`src/rtl/lvds_pkg.sv`:
```
// Shared constants for the 7:1 LVDS link: lane numbering, clock-line pattern,
// slot positions of every pixel signal, receiver state encoding and word unpacking.
package lvds_pkg;
  localparam int NUM_LANES = 4;
  localparam int WORD_W    = 7;

  localparam int LANE_CLK = 0;
  localparam int LANE_1   = 1;
  localparam int LANE_2   = 2;
  localparam int LANE_3   = 3;

  // Bit index == slot number, slot 0 is the oldest sample of a word.
  localparam logic [WORD_W-1:0] CLK_PATTERN = 7'b1100011;

  localparam int SLOT_DE    = 0;  // line 3
  localparam int SLOT_VSYNC = 1;  // line 3
  localparam int SLOT_HSYNC = 2;  // line 3
  localparam int SLOT_RGB7  = 3;  // line 3
  localparam int SLOT_RGB6  = 4;  // line 3
  localparam int SLOT_RGB5  = 5;  // line 3
  localparam int SLOT_RGB4  = 2;  // line 2
  localparam int SLOT_RGB3  = 3;  // line 2
  localparam int SLOT_RGB2  = 1;  // line 1
  localparam int SLOT_RGB1  = 2;  // line 1
  localparam int SLOT_RGB0  = 3;  // line 1

  typedef enum logic [1:0] {SEARCH, LOCKING, LOCKED} state_e;

  typedef struct packed {
    logic [7:0] rgb;
    logic       de;
    logic       vsync;
    logic       hsync;
  } pixel_t;

  typedef logic [NUM_LANES-1:0][WORD_W-1:0] window_t;

  function automatic pixel_t unpack_word(input window_t w);
    pixel_t p;
    p.de     = w[LANE_3][SLOT_DE];
    p.vsync  = w[LANE_3][SLOT_VSYNC];
    p.hsync  = w[LANE_3][SLOT_HSYNC];
    p.rgb[7] = w[LANE_3][SLOT_RGB7];
    p.rgb[6] = w[LANE_3][SLOT_RGB6];
    p.rgb[5] = w[LANE_3][SLOT_RGB5];
    p.rgb[4] = w[LANE_2][SLOT_RGB4];
    p.rgb[3] = w[LANE_2][SLOT_RGB3];
    p.rgb[2] = w[LANE_1][SLOT_RGB2];
    p.rgb[1] = w[LANE_1][SLOT_RGB1];
    p.rgb[0] = w[LANE_1][SLOT_RGB0];
    return p;
  endfunction
endpackage

```
`src/rtl/lvds_to_parallel_if.sv`:
```
// Serial LVDS lines in, recovered pixel stream and link status out.
interface lvds_to_parallel_if;
  logic       lvdsIn1;
  logic       lvdsIn2;
  logic       lvdsIn3;
  logic       lvdsClkIn;
  logic [7:0] rgbOut;
  logic       deOut;
  logic       vsyncOut;
  logic       hsyncOut;
  logic       pixelValid;
  logic       locked;
  logic [7:0] syncErrors;

  modport master (
    output lvdsIn1, lvdsIn2, lvdsIn3, lvdsClkIn,
    input  rgbOut, deOut, vsyncOut, hsyncOut, pixelValid, locked, syncErrors
  );
  modport slave (
    input  lvdsIn1, lvdsIn2, lvdsIn3, lvdsClkIn,
    output rgbOut, deOut, vsyncOut, hsyncOut, pixelValid, locked, syncErrors
  );
endinterface

```
`src/rtl/lvds_deser_lane.sv`:
```
// One serial lane: input flop, optional SKEW-stage delay, 7-bit window.
// window[0] holds the oldest sample.
module lvds_deser_lane
  import lvds_pkg::*;
#(
  parameter int SKEW = 0
) (
  input  logic              lvdsInputClock,
  input  logic              resetN,
  input  logic              serial_in,
  output logic [WORD_W-1:0] window
);
  logic              in_q;
  logic              tap;
  logic [WORD_W-1:0] sr_q, sr_d;

  always_ff @(posedge lvdsInputClock or negedge resetN)
    if (!resetN) in_q <= 1'b0;
    else         in_q <= serial_in;

  if (SKEW == 0) begin : g_nodly
    assign tap = in_q;
  end else begin : g_dly
    logic dly_q [SKEW];
    always_ff @(posedge lvdsInputClock or negedge resetN)
      if (!resetN) begin
        for (int i = 0; i < SKEW; i++) dly_q[i] <= 1'b0;
      end else begin
        dly_q[0] <= in_q;
        for (int i = 1; i < SKEW; i++) dly_q[i] <= dly_q[i-1];
      end
    assign tap = dly_q[SKEW-1];
  end

  always_comb sr_d = {tap, sr_q[WORD_W-1:1]};

  always_ff @(posedge lvdsInputClock or negedge resetN)
    if (!resetN) sr_q <= '0;
    else         sr_q <= sr_d;

  assign window = sr_q;
endmodule

```
`src/rtl/lvds_to_parallel.sv`:
```
// 7:1 LVDS receiver: locks to the forwarded clock-line pattern, then unpacks
// each 7-slot word of the three data lines into rgb/de/vsync/hsync.
module lvds_to_parallel
  import lvds_pkg::*;
#(
  parameter int LOCK_COUNT = 4,
  parameter int ERR_LIMIT  = 2,
  parameter int DATA_SKEW  = 0
) (
  input logic                lvdsInputClock,
  input logic                resetN,
  lvds_to_parallel_if.slave  bus
);
  localparam logic [3:0] LOCK_N = 4'(LOCK_COUNT);
  localparam logic [3:0] ERR_N  = 4'(ERR_LIMIT);

  logic [NUM_LANES-1:0] serial;
  window_t              win;

  assign serial[LANE_CLK] = bus.lvdsClkIn;
  assign serial[LANE_1]   = bus.lvdsIn1;
  assign serial[LANE_2]   = bus.lvdsIn2;
  assign serial[LANE_3]   = bus.lvdsIn3;

  for (genvar i = 0; i < NUM_LANES; i++) begin : g_lane
    lvds_deser_lane #(.SKEW(i == LANE_CLK ? 0 : DATA_SKEW)) u_lane (
      .lvdsInputClock (lvdsInputClock),
      .resetN         (resetN),
      .serial_in      (serial[i]),
      .window         (win[i])
    );
  end

  state_e     state_q, state_d;
  logic [2:0] slot_q, slot_d;
  logic [3:0] good_q, good_d;
  logic [3:0] err_q, err_d;
  logic [7:0] serr_q, serr_d;
  pixel_t     pix_q, pix_d;
  logic       pv_q, pv_d;
  logic       locked_q, locked_d;

  logic   clk_match, boundary;
  pixel_t word;

  assign clk_match = (win[LANE_CLK] == CLK_PATTERN);
  assign boundary  = (slot_q == 3'(WORD_W-1));
  assign word      = unpack_word(win);

  always_comb begin
    state_d  = state_q;
    slot_d   = boundary ? 3'd0 : slot_q + 3'd1;
    good_d   = good_q;
    err_d    = err_q;
    serr_d   = serr_q;
    pix_d    = pix_q;
    pv_d     = 1'b0;
    locked_d = locked_q;
    unique case (state_q)
      SEARCH: begin
        // Compared every cycle; a match defines the word phase from here on.
        if (clk_match) begin
          slot_d = 3'd0;
          good_d = 4'd1;
          if (LOCK_N == 4'd1) begin
            state_d  = LOCKED;
            locked_d = 1'b1;
            err_d    = 4'd0;
            pix_d    = word;
            pv_d     = 1'b1;
          end else begin
            state_d = LOCKING;
          end
        end
      end
      LOCKING: begin
        if (boundary) begin
          if (clk_match) begin
            good_d = good_q + 4'd1;
            if (good_q + 4'd1 == LOCK_N) begin
              state_d  = LOCKED;
              locked_d = 1'b1;
              err_d    = 4'd0;
              pix_d    = word;
              pv_d     = 1'b1;
            end
          end else begin
            state_d = SEARCH;
            good_d  = 4'd0;
          end
        end
      end
      LOCKED: begin
        if (boundary) begin
          if (clk_match) begin
            pix_d = word;
            pv_d  = 1'b1;
            err_d = 4'd0;
          end else begin
            if (serr_q != 8'hFF) serr_d = serr_q + 8'd1;
            if (err_q + 4'd1 == ERR_N) begin
              state_d  = SEARCH;
              locked_d = 1'b0;
              pix_d.de = 1'b0;
              err_d    = 4'd0;
              good_d   = 4'd0;
            end else begin
              err_d = err_q + 4'd1;
            end
          end
        end
      end
      default: state_d = SEARCH;
    endcase
  end

  always_ff @(posedge lvdsInputClock or negedge resetN)
    if (!resetN) begin
      state_q  <= SEARCH;
      slot_q   <= 3'd0;
      good_q   <= 4'd0;
      err_q    <= 4'd0;
      serr_q   <= 8'd0;
      pix_q    <= '0;
      pv_q     <= 1'b0;
      locked_q <= 1'b0;
    end else begin
      state_q  <= state_d;
      slot_q   <= slot_d;
      good_q   <= good_d;
      err_q    <= err_d;
      serr_q   <= serr_d;
      pix_q    <= pix_d;
      pv_q     <= pv_d;
      locked_q <= locked_d;
    end

  assign bus.rgbOut     = pix_q.rgb;
  assign bus.deOut      = pix_q.de;
  assign bus.vsyncOut   = pix_q.vsync;
  assign bus.hsyncOut   = pix_q.hsync;
  assign bus.pixelValid = pv_q;
  assign bus.locked     = locked_q;
  assign bus.syncErrors = serr_q;
endmodule
```
`src/flat_wrapper.sv`:
```
// flat-port wrapper written by rule: the top's interface ports become plain ports
module lvds_to_parallel_flat import lvds_pkg::*;
#(
  parameter int LOCK_COUNT = 4,
  parameter int ERR_LIMIT  = 2,
  parameter int DATA_SKEW  = 0
)
  (lvdsInputClock, resetN, bus_lvdsIn1, bus_lvdsIn2, bus_lvdsIn3, bus_lvdsClkIn, bus_rgbOut, bus_deOut, bus_vsyncOut, bus_hsyncOut, bus_pixelValid, bus_locked, bus_syncErrors);
  lvds_to_parallel_if bus_i ();
  input logic lvdsInputClock;
  input logic resetN;
  input wire logic [$bits(bus_i.lvdsIn1)-1:0] bus_lvdsIn1;
  input wire logic [$bits(bus_i.lvdsIn2)-1:0] bus_lvdsIn2;
  input wire logic [$bits(bus_i.lvdsIn3)-1:0] bus_lvdsIn3;
  input wire logic [$bits(bus_i.lvdsClkIn)-1:0] bus_lvdsClkIn;
  output wire logic [$bits(bus_i.rgbOut)-1:0] bus_rgbOut;
  output wire logic [$bits(bus_i.deOut)-1:0] bus_deOut;
  output wire logic [$bits(bus_i.vsyncOut)-1:0] bus_vsyncOut;
  output wire logic [$bits(bus_i.hsyncOut)-1:0] bus_hsyncOut;
  output wire logic [$bits(bus_i.pixelValid)-1:0] bus_pixelValid;
  output wire logic [$bits(bus_i.locked)-1:0] bus_locked;
  output wire logic [$bits(bus_i.syncErrors)-1:0] bus_syncErrors;
  assign bus_i.lvdsIn1 = bus_lvdsIn1;
  assign bus_i.lvdsIn2 = bus_lvdsIn2;
  assign bus_i.lvdsIn3 = bus_lvdsIn3;
  assign bus_i.lvdsClkIn = bus_lvdsClkIn;
  assign bus_rgbOut = bus_i.rgbOut;
  assign bus_deOut = bus_i.deOut;
  assign bus_vsyncOut = bus_i.vsyncOut;
  assign bus_hsyncOut = bus_i.hsyncOut;
  assign bus_pixelValid = bus_i.pixelValid;
  assign bus_locked = bus_i.locked;
  assign bus_syncErrors = bus_i.syncErrors;
  lvds_to_parallel #(.LOCK_COUNT(LOCK_COUNT), .ERR_LIMIT(ERR_LIMIT), .DATA_SKEW(DATA_SKEW)) u_core (.lvdsInputClock(lvdsInputClock), .resetN(resetN), .bus(bus_i));
endmodule
```
`config.mk`:
```
export PLATFORM = sky130hd
export DESIGN_NAME = lvds_to_parallel_flat
export DESIGN_NICKNAME = d
export VERILOG_FILES = /design/src/rtl/lvds_pkg.sv /design/src/rtl/lvds_to_parallel_if.sv /design/src/rtl/lvds_deser_lane.sv /design/src/rtl/lvds_to_parallel.sv /design/src/flat_wrapper.sv
export SDC_FILE = /design/constraint.sdc
export NUM_CORES = 1
export LEC_CHECK = 0
export ABC_AREA = 1
export BUFFER_PORTS_ARGS = -buffer_cell sky130_fd_sc_hd__buf_4
export CAP_MARGIN = 10
export CORE_ASPECT_RATIO = 0.5
export CORE_MARGIN = 3
export CORE_UTILIZATION = 62
export CTS_CLUSTER_SIZE = 40
export DETAILED_ROUTE_END_ITERATION = 16
export HOLD_SLACK_MARGIN = 0.15
export PLACE_DENSITY_LB_ADDON = 0.3
export SLEW_MARGIN = 0
export SYNTH_ARGS = -nofsm -noshare
export SYNTH_HDL_FRONTEND = slang
export SYNTH_SLANG_ARGS = --single-unit
```
`constraint.sdc`:
```
create_clock -name lvdsInputClock -period 3.5 [get_ports lvdsInputClock]
set_input_delay 0.525 -clock lvdsInputClock [delete_from_list [all_inputs] [get_ports lvdsInputClock]]
set_output_delay 0.525 -clock lvdsInputClock [all_outputs]
set_load 0.005 [all_outputs]
```
==> results.md, run 1 <==
- Row count: 16
- Final worst-path cycle share: 58.3%
- Clk sink count: 63
- Drt initial violations: 75
- Metal2 WL: 2.37 mm
- Syn Area/Cell: 9.58 µm²
- Outcome: finished clean
- Finished Cell Area: 0.00313 mm²
- TritonCTS Buffers: 9
- Cells after Synth: 277
- Clk buf depth: 2
- Pin count of the biggest net entering global routing: 64
- Met1 wire length: 2.22 mm
- DP Area: 0.00290 mm²
- Crit Path Category: flip-flop to flip-flop
- Dominant cell type by area after synthesis: dfrtp_1
- Grt ovf: 0
- Clock slew at reported path FFs: 0.07 ns
- DRT Wirelength: 5.05 mm
- YS warnings: 0
- Synthesized Nets: 292
- Relative slew slack: 47.1%
- CP cell instances: inv_1 > ha_1 > inv_1 > nor2_1 > inv_1 > or2_2 > o21ai_1
- Die H: 52.3 µm
- Setup_tns: 0 ns
- CTS tree: yes
- Post-synthesis cell area: 0.00265 mm²
- Arr. time, crit path: 2.30 ns
- #FFs+latches synth: 63
- CP Capture Type: flip-flop
- Vias per cell: 5.24
- Routed len/inst: 13.6 µm
- Power Dens Cells: 587 mW/mm²
- Final Hold Viols: 0
- RSZ-0062 raised after global routing: no
- Hold buffers post-CTS: 0
- CP Max Fanout: 11
- Initial antenna violation count: 0
- CP max-delay cell: nor2_1
- Clock Skew: 0.0104 ns
- Buf/Inv on CP: 3
- Fin. max-slew vios: 0
- Post-CTS Resized: 0
- Pleak: 1.62 nW
- Fin util: 78.2%
- Metal3 WL: 327 µm
- Buffers added on ports: 26
- Clock root cell: clkbuf_8
- Ports: 27
- Gp weighted congestion: 0.792
- Initial Util: 66.3%
- Antenna Cells: 0
- Nets: 327
- Hpwl dp: 3.35 mm
- Sequential element share of the synthesized area: 59.4%
- # DRC: 0
- Layout area overhead: 18.0%
- Setup crit start kind: flip-flop
- Top Metal Used: met4
- HP Class: primary input to async pin
- Fillers: 250
- Most frequent CP cell: inv_1
- Setup Buffers After CTS: 0
- Core Box Area: 0.00400 mm²
- Die span in x: 98.5 µm
- Htree depth: 3
- Final hold slack: 0.246 ns
- Max Cap Violations: 0
- Clk_lat worst skew: 0.34 ns
- GRT Resource Usage Total: 23.2%
- CP delay by family, top: simple AND/OR/NAND/NOR gates
- Required @ worst endpoint: 3.77 ns
- Ranking of synthesized cells by area: dfrtp_1 (59%), nand2_1 (12%), nand3_1 (6.2%)
- Fmax: 0.490 GHz
- Number of global-route vias before repair: 2023
- Die area: 0.00515 mm²
- Reg2Reg Setup Slack: 1.46 ns
- First-pass GRT wire length: 8.89 mm
- DRT Pass-1 Iters: 4
- Final Setup Violations: 0
- Overall power: 1.84 mW
- Slowest stage delay, CP: 0.62 ns
- Netlist cell types: 20
- VDD IR max: 0.418 mV
- Tmin final: 2.04 ns
- Worst slew pin tran: 0.790 ns
- Layout cells sized above 1: 18.0%
- Via count: 1945
- ANT nets after route: 0
- Post-synth top area share: 59.4%
==> per-layer routing <==
metal,track usage (%),vias up
li1,-,952
met1,26.9,917
met2,38.4,59
met3,10.9,17
met4,9.07,0
met5,0,-
==> synthesized netlist by cell type <==
cell type	n
nand2_2	6
nand3_4	1
nand2_1	86
o21ai_1	3
nor2_2	3
a21boi_4	1
o21ai_0	1
nand3_1	33
nor2_1	16
a21oi_1	1
xnor2_1	6
ha_1	9
nand2_4	1
xor2_1	1
dfrtp_1	63
nand3_2	1
inv_1	28
or2_2	1
buf_4	3
nand4_1	13
==> flip-flops by register name (all words and copies together), names as in the netlist <==
signal / cells
u_core.bus.deOut: 1
u_core.bus.hsyncOut: 1
u_core.bus.locked: 1
u_core.bus.pixelValid: 1
u_core.bus.rgbOut: 8
u_core.bus.syncErrors: 8
u_core.bus.vsyncOut: 1
u_core.err_q: 4
u_core.g_lane.u_lane.in_q: 4
u_core.g_lane.u_lane.window: 25
u_core.good_q: 4
u_core.slot_q: 3
u_core.state_q: 2
==> layout make-up <==
type	count	area (µm²)	area share (%)
Tap cell	54	67.6	2.16
Multi-Input combinational cell	183	948	30.3
Clock buffer	10	138	4.40
Clock inverter	6	92.6	2.96
Sequential cell	63	1580	50.4
Inverter	28	105	3.36
Timing Repair Buffer	27	203	6.47
==> final timing paths <==
check | start | endpoint | depth (start not counted)
max | u_core.state_q[0] | u_core.err_q[0] | 7
min | resetN | u_core.bus.hsyncOut | 1
max reg2reg | u_core.state_q[0] | u_core.err_q[0] | 7
min reg2reg | u_core.g_lane[1].u_lane.window[6] | u_core.g_lane[1].u_lane.window[5] | 0
max in group asynchronous | resetN | u_core.bus.syncErrors[7] | 1
min in group lvdsInputClock | bus_lvdsIn2 | u_core.g_lane[2].u_lane.in_q | 1
==> logic make-up after synthesis <==
family                   count (synthesis)  share of synthesized area (%)
AO/OA/AOI/OAI                            6                           1.65
buffers and inverters                   31                           4.81
flip-flops                              63                           59.4
adder cells (fa/ha/maj)                  9                           4.25
AND/OR/NAND/NOR                        161                           27.5
XOR/XNOR                                 7                           2.31
==> through the flow <==
stage,setup slack [ns],instances
5_1_grt,1.27,371
3_5_place_dp,1.51,355
2_1_floorplan,2.02,277
3_3_place_gp,1.59,355
6_report,1.46,371
4_1_cts,1.48,371
==> where the power goes <==
group / switching [mW] / internal (mW) / total, mW
combinational: 0.194 / 0.109 / 0.304
sequential: 0.0457 / 0.782 / 0.828
clock: 0.282 / 0.423 / 0.705
total: 0.522 / 1.32 / 1.84
==> layout by cell type, fill, tap and decap left out <==
master      instances
buf_4              27
or2_2               1
nand2_2             6
nand2_4             1
nand3_4             1
nand3_1            33
a21boi_4            1
dfrtp_1            63
o21ai_0             1
clkinvlp_4          2
nand2_1            86
nor2_1             16
a21oi_1             1
xor2_1              1
clkbuf_8           10
nand3_2             1
bufinv_16           2
o21ai_1             3
ha_1                9
nor2_2              3
nand4_1            13
clkinv_4            1
inv_6               1
inv_1              28
xnor2_1             6
Note: power is estimated with default switching activity, not from simulation.
==> inputs of run 2 (changes only) <==
Settings changed: CORE_UTILIZATION 62 to 58.
Clock period 3.5 ns to 2.07 ns, I/O delays scaled along.
==> results.md, run 2 (same netlist as run 1, synthesis figures left out) <==
- Vias per cell: 5.33
- Setup_tns: 0 ns
- Fin util: 76.9%
- Outcome: finished clean
- CTS tree: yes
- Post-CTS Resized: 0
- Antenna Cells: 0
- Drt initial violations: 102
- Fmax: 0.557 GHz
- Worst slew pin tran: 0.753 ns
- VDD IR max: 0.471 mV
- Overall power: 3.11 mW
- Number of global-route vias before repair: 2005
- Relative slew slack: 49.8%
- Placed Cells: 356
- Slowest stage delay, CP: 0.44 ns
- Setup Buffers After CTS: 0
- RSZ-0062 raised after global routing: no
- Grt ovf: 0
- Max Cap Violations: 0
- Nets: 333
- CP Capture Type: flip-flop
- Commonest non-fill, non-tap cell in the layout: nand2_1
- Reg power frac: 44.9%
- Final hold slack: 0.345 ns
- Power share of the combinational group: 16.4%
- Psw: 0.904 mW
- Clock Skew: 0.0104 ns
- Required @ worst endpoint: 2.30 ns
- Initial antenna violation count: 0
- DP Area: 0.00291 mm²
- Arr. time, crit path: 2.02 ns
- Pleak: 1.65 nW
- CP cell instances: ha_1 > nand2_1 > nand2_1 > nor2_2 > nand3_1 > nand2_2 > nand2_2 > nand2_1 > nand2_1
- Final Hold Viols: 0
- DRT Pass-1 Iters: 4
- Hold buffers post-CTS: 5
- Max reg flops: 25
- Fillers: 281
- Crit Path Category: flip-flop to flip-flop
- Initial Util: 64.0%
- Buffers added on ports: 26
- Routed len/inst: 14.0 µm
- HP Class: flip-flop to flip-flop
- Non-Filler Instances: 377
- Sw frac: 29.1%
- Clk_lat worst skew: 0.34 ns
- GRT Resource Usage Total: 22.3%
- DRT Wirelength: 5.29 mm
- Most frequent CP cell: nand2_1
- DP Worst Slack: 0.329 ns
- Die H: 53.8 µm
- ANT nets after route: 0
- Die area: 0.00547 mm²
- Final Setup Violations: 0
- Via count: 2009
- TritonCTS Buffers: 9
- CP max-delay cell: dfrtp_1
- Core Box Area: 0.00414 mm²
- Final worst-path cycle share: 86.7%
- Clock slew at reported path FFs: 0.08 ns
- Layout cells sized above 1: 18.0%
- Worst setup margin: 0.276 ns
- Layout area overhead: 20.1%
- Pint: 2.21 mW
- Power Dens Cells: 976 mW/mm²
- Row count: 16
- Clk network pwr share: 38.7%
- Pin count of the biggest net entering global routing: 64
- Clock root cell: clkbuf_8
- Setup crit start kind: flip-flop
- Finished Cell Area: 0.00319 mm²
- Tmin final: 1.79 ns
- Clk buf depth: 2
- Hpwl dp: 3.50 mm
- Gp weighted congestion: 0.873
- CP Max Fanout: 13
- # DRC: 0
- Most frequent cells in the layout: nand2_1 (86), dfrtp_1 (63), nand3_1 (33)
- Ports: 27
- First-pass GRT wire length: 8.99 mm
- Fin. max-slew vios: 0
- Htree depth: 3
- Die span in x: 102 µm
- Clk sink count: 63
## run 2: cell count changes in the layout (fill, tap and decap cells not counted)
cell	delta
clkinvlp_4	-1
buf_4	+1
inv_8	+1
clkbuf_8	-1
dlygate4sd3_1	+5
clkinv_4	+1
## run 2: layout make-up
type | instances | area, µm² | share of cell area (%)
repair buffers | 33 | 260 | 8.17
well taps | 54 | 67.6 | 2.12
clock inverters | 7 | 105 | 3.30
clock buffers | 9 | 124 | 3.89
multi-input cells | 183 | 948 | 29.8
inverters | 28 | 105 | 3.30
flip-flops and latches | 63 | 1580 | 49.5
## run 2: power by group through the flow
stage / combinational (mW) / clock, mW / sequential [mW]
after floorplan: 0.383 / 0 / 1.40
after global placement: 0.485 / 0 / 1.41
after detailed placement: 0.501 / 0 / 1.42
after CTS: 0.512 / 1.22 / 1.40
after global routing: 0.588 / 1.28 / 1.41
final: 0.511 / 1.20 / 1.40
## run 2: routing by layer
layer | up-vias | share of wire, % | track usage, %
met1 | 985 | 43 | 25.8
met2 | 44 | 51 | 38.7
met3 | 11 | 4.8 | 7.37
li1 | 969 | - | -
met4 | 0 | 1.4 | 10.2
met5 | - | 0 | 0
## run 2: path summary, 6_finish.rpt
path | start | to | slack, ns | cells past startpoint
max in group asynchronous | resetN | u_core.good_q[2] | 0.99 | 2
min reg2reg | u_core.g_lane[2].u_lane.window[5] | u_core.g_lane[2].u_lane.window[4] | 0.34 | 0
max reg2reg | u_core.good_q[0] | u_core.bus.rgbOut[6] | 0.28 | 9
min | u_core.g_lane[2].u_lane.window[5] | u_core.g_lane[2].u_lane.window[4] | 0.34 | 0
max | u_core.good_q[0] | u_core.bus.rgbOut[6] | 0.28 | 9
min in group asynchronous | resetN | u_core.bus.vsyncOut | 0.58 | 2
## run 2: worst max-delay path, delay by kind of cell, from the launching register on
family        cells  cell delay (ns)
simple gates      8             1.00
flops             1             0.44
fa+ha+maj         1             0.23
==> inputs of run 3 (changes only) <==
Settings changed: RECOVER_POWER set to 50.
==> results.md, run 3 (same netlist as run 1, synthesis figures left out) <==
- Row count: 16
- Clk_lat worst skew: 0.34 ns
- Post-CTS Resized: 0
- Worst setup margin: 0.282 ns
- Buffers added on ports: 26
- Drt initial violations: 81
- Max Cap Violations: 0
- Htree depth: 3
- Pint: 2.21 mW
- GRT Resource Usage Total: 22.3%
- Max reg flops: 25
- Final Hold Viols: 0
- Vias per cell: 5.35
- Pin count of the biggest net entering global routing: 64
- Initial antenna violation count: 0
- VDD IR max: 0.471 mV
- Hold buffers post-CTS: 5
- Fillers: 281
- Ports: 27
- Die span in x: 102 µm
- Initial Util: 64.0%
- Reg power frac: 44.9%
- Layout area overhead: 20.1%
- R2R cell count: 9
- Final Setup Violations: 0
- HP Class: flip-flop to flip-flop
- Psw: 0.903 mW
- Setup_tns: 0 ns
- Fmax: 0.559 GHz
- Required @ worst endpoint: 2.30 ns
- Worst R2R End: u_core.bus.rgbOut[6]
- Pleak: 1.65 nW
- Number of global-route vias before repair: 2005
- Relative slew slack: 49.9%
- Arr. time, crit path: 2.01 ns
- Crit Path Category: flip-flop to flip-flop
- First-pass GRT wire length: 8.99 mm
- Worst slew pin tran: 0.752 ns
- Setup crit start kind: flip-flop
- RSZ-0062 raised after global routing: no
- Layout cells sized above 1: 18.0%
- Clock slew at reported path FFs: 0.08 ns
- # DRC: 0
- Clock Skew: 0.0105 ns
- Commonest non-fill, non-tap cell in the layout: nand2_1
- Power share of the combinational group: 16.4%
- Tmin final: 1.79 ns
- Antenna Cells: 0
- DRT Pass-1 Iters: 4
- ANT nets after route: 0
- Sw frac: 29.1%
- CP Max Fanout: 13
- Power Dens Cells: 976 mW/mm²
- Core Box Area: 0.00414 mm²
- Critical path launch point: u_core.good_q[0]
- Gp weighted congestion: 0.873
- Setup Buffers After CTS: 0
- Outcome: finished clean
- CTS tree: yes
- TritonCTS Buffers: 9
- Hpwl dp: 3.50 mm
- Nets: 333
- CP endpoint: u_core.bus.rgbOut[6]
- Fin util: 76.9%
- Die H: 53.8 µm
- Clk network pwr share: 38.7%
- Routed len/inst: 14.0 µm
- DRT Wirelength: 5.30 mm
- Reg2Reg Setup Slack: 0.28 ns
- Clock root cell: clkbuf_8
- Clk sink count: 63
- Via count: 2016
- DP Worst Slack: 0.329 ns
- FF-to-FF Start: u_core.good_q[0]
- Final worst-path cycle share: 86.4%
- Clk buf depth: 2
- CP Capture Type: flip-flop
- Grt ovf: 0
- Fin. max-slew vios: 0
- Die area: 0.00547 mm²
- Most frequent cells in the layout: nand2_1 (86), dfrtp_1 (63), nand3_1 (33)
-- run 3: critical path, stage by stage, from the launching register on --
cell     delay [ns]
dfrtp_1        0.44
ha_1           0.23
nand2_1        0.08
nand2_1        0.06
nor2_2         0.10
nand3_1        0.10
nand2_2        0.25
nand2_2        0.20
nand2_1        0.13
nand2_1        0.07
-- run 3: metrics by stage --
stage	hold WS (ns)	instance area, µm²	instances	power (mW)
finish	0.344	3190	377	3.11
global route	0.352	3190	377	3.28
CTS	0.351	3190	377	3.13
detailed placement	0.336	2910	356	1.92
global placement	0.332	2910	356	1.90
floorplan	0.0149	2650	277	1.78
-- run 3: layer usage --
metal / vias to the layer above / wire [µm] / track usage (%) / share of wire (%)
met1: 985 / 2270 / 25.8 / 43
li1: 970 / - / - / -
met5: - / 0 / 0 / 0
met3: 11 / 245 / 7.37 / 4.6
met4: 0 / 85 / 10.2 / 1.6
met2: 50 / 2700 / 38.7 / 51
-- run 3: power groups by stage --
stage | logic [mW] | clock network, mW | registers, mW
floorplan | 0.383 | 0 | 1.40
global placement | 0.485 | 0 | 1.41
detailed placement | 0.501 | 0 | 1.42
CTS | 0.512 | 1.22 | 1.40
global route | 0.587 | 1.28 | 1.41
finish | 0.510 | 1.20 | 1.40
-- run 3: area by class of cell --
class	instances	area (µm²)	area share [%]
Tap cell	54	67.6	2.12
Timing Repair Buffer	33	260	8.17
Clock inverter	7	105	3.30
Sequential cell	63	1580	49.5
Clock buffer	9	124	3.89
Multi-Input combinational cell	183	948	29.8
Inverter	28	105	3.30
-- run 3: worst min path at each step --
stage	start	cells after the start	slack (ns)	end
final	u_core.g_lane[2].u_lane.window[5]	0	0.34	u_core.g_lane[2].u_lane.window[4]
after global routing	u_core.g_lane[2].u_lane.window[5]	0	0.35	u_core.g_lane[2].u_lane.window[4]
after CTS	u_core.g_lane[2].u_lane.window[5]	0	0.35	u_core.g_lane[2].u_lane.window[4]
after detailed placement	u_core.g_lane[1].u_lane.window[4]	0	0.34	u_core.g_lane[1].u_lane.window[3]
after global placement	u_core.g_lane[2].u_lane.in_q	0	0.33	u_core.g_lane[2].u_lane.window[6]
after floorplan	resetN	0	0.01	u_core.bus.deOut
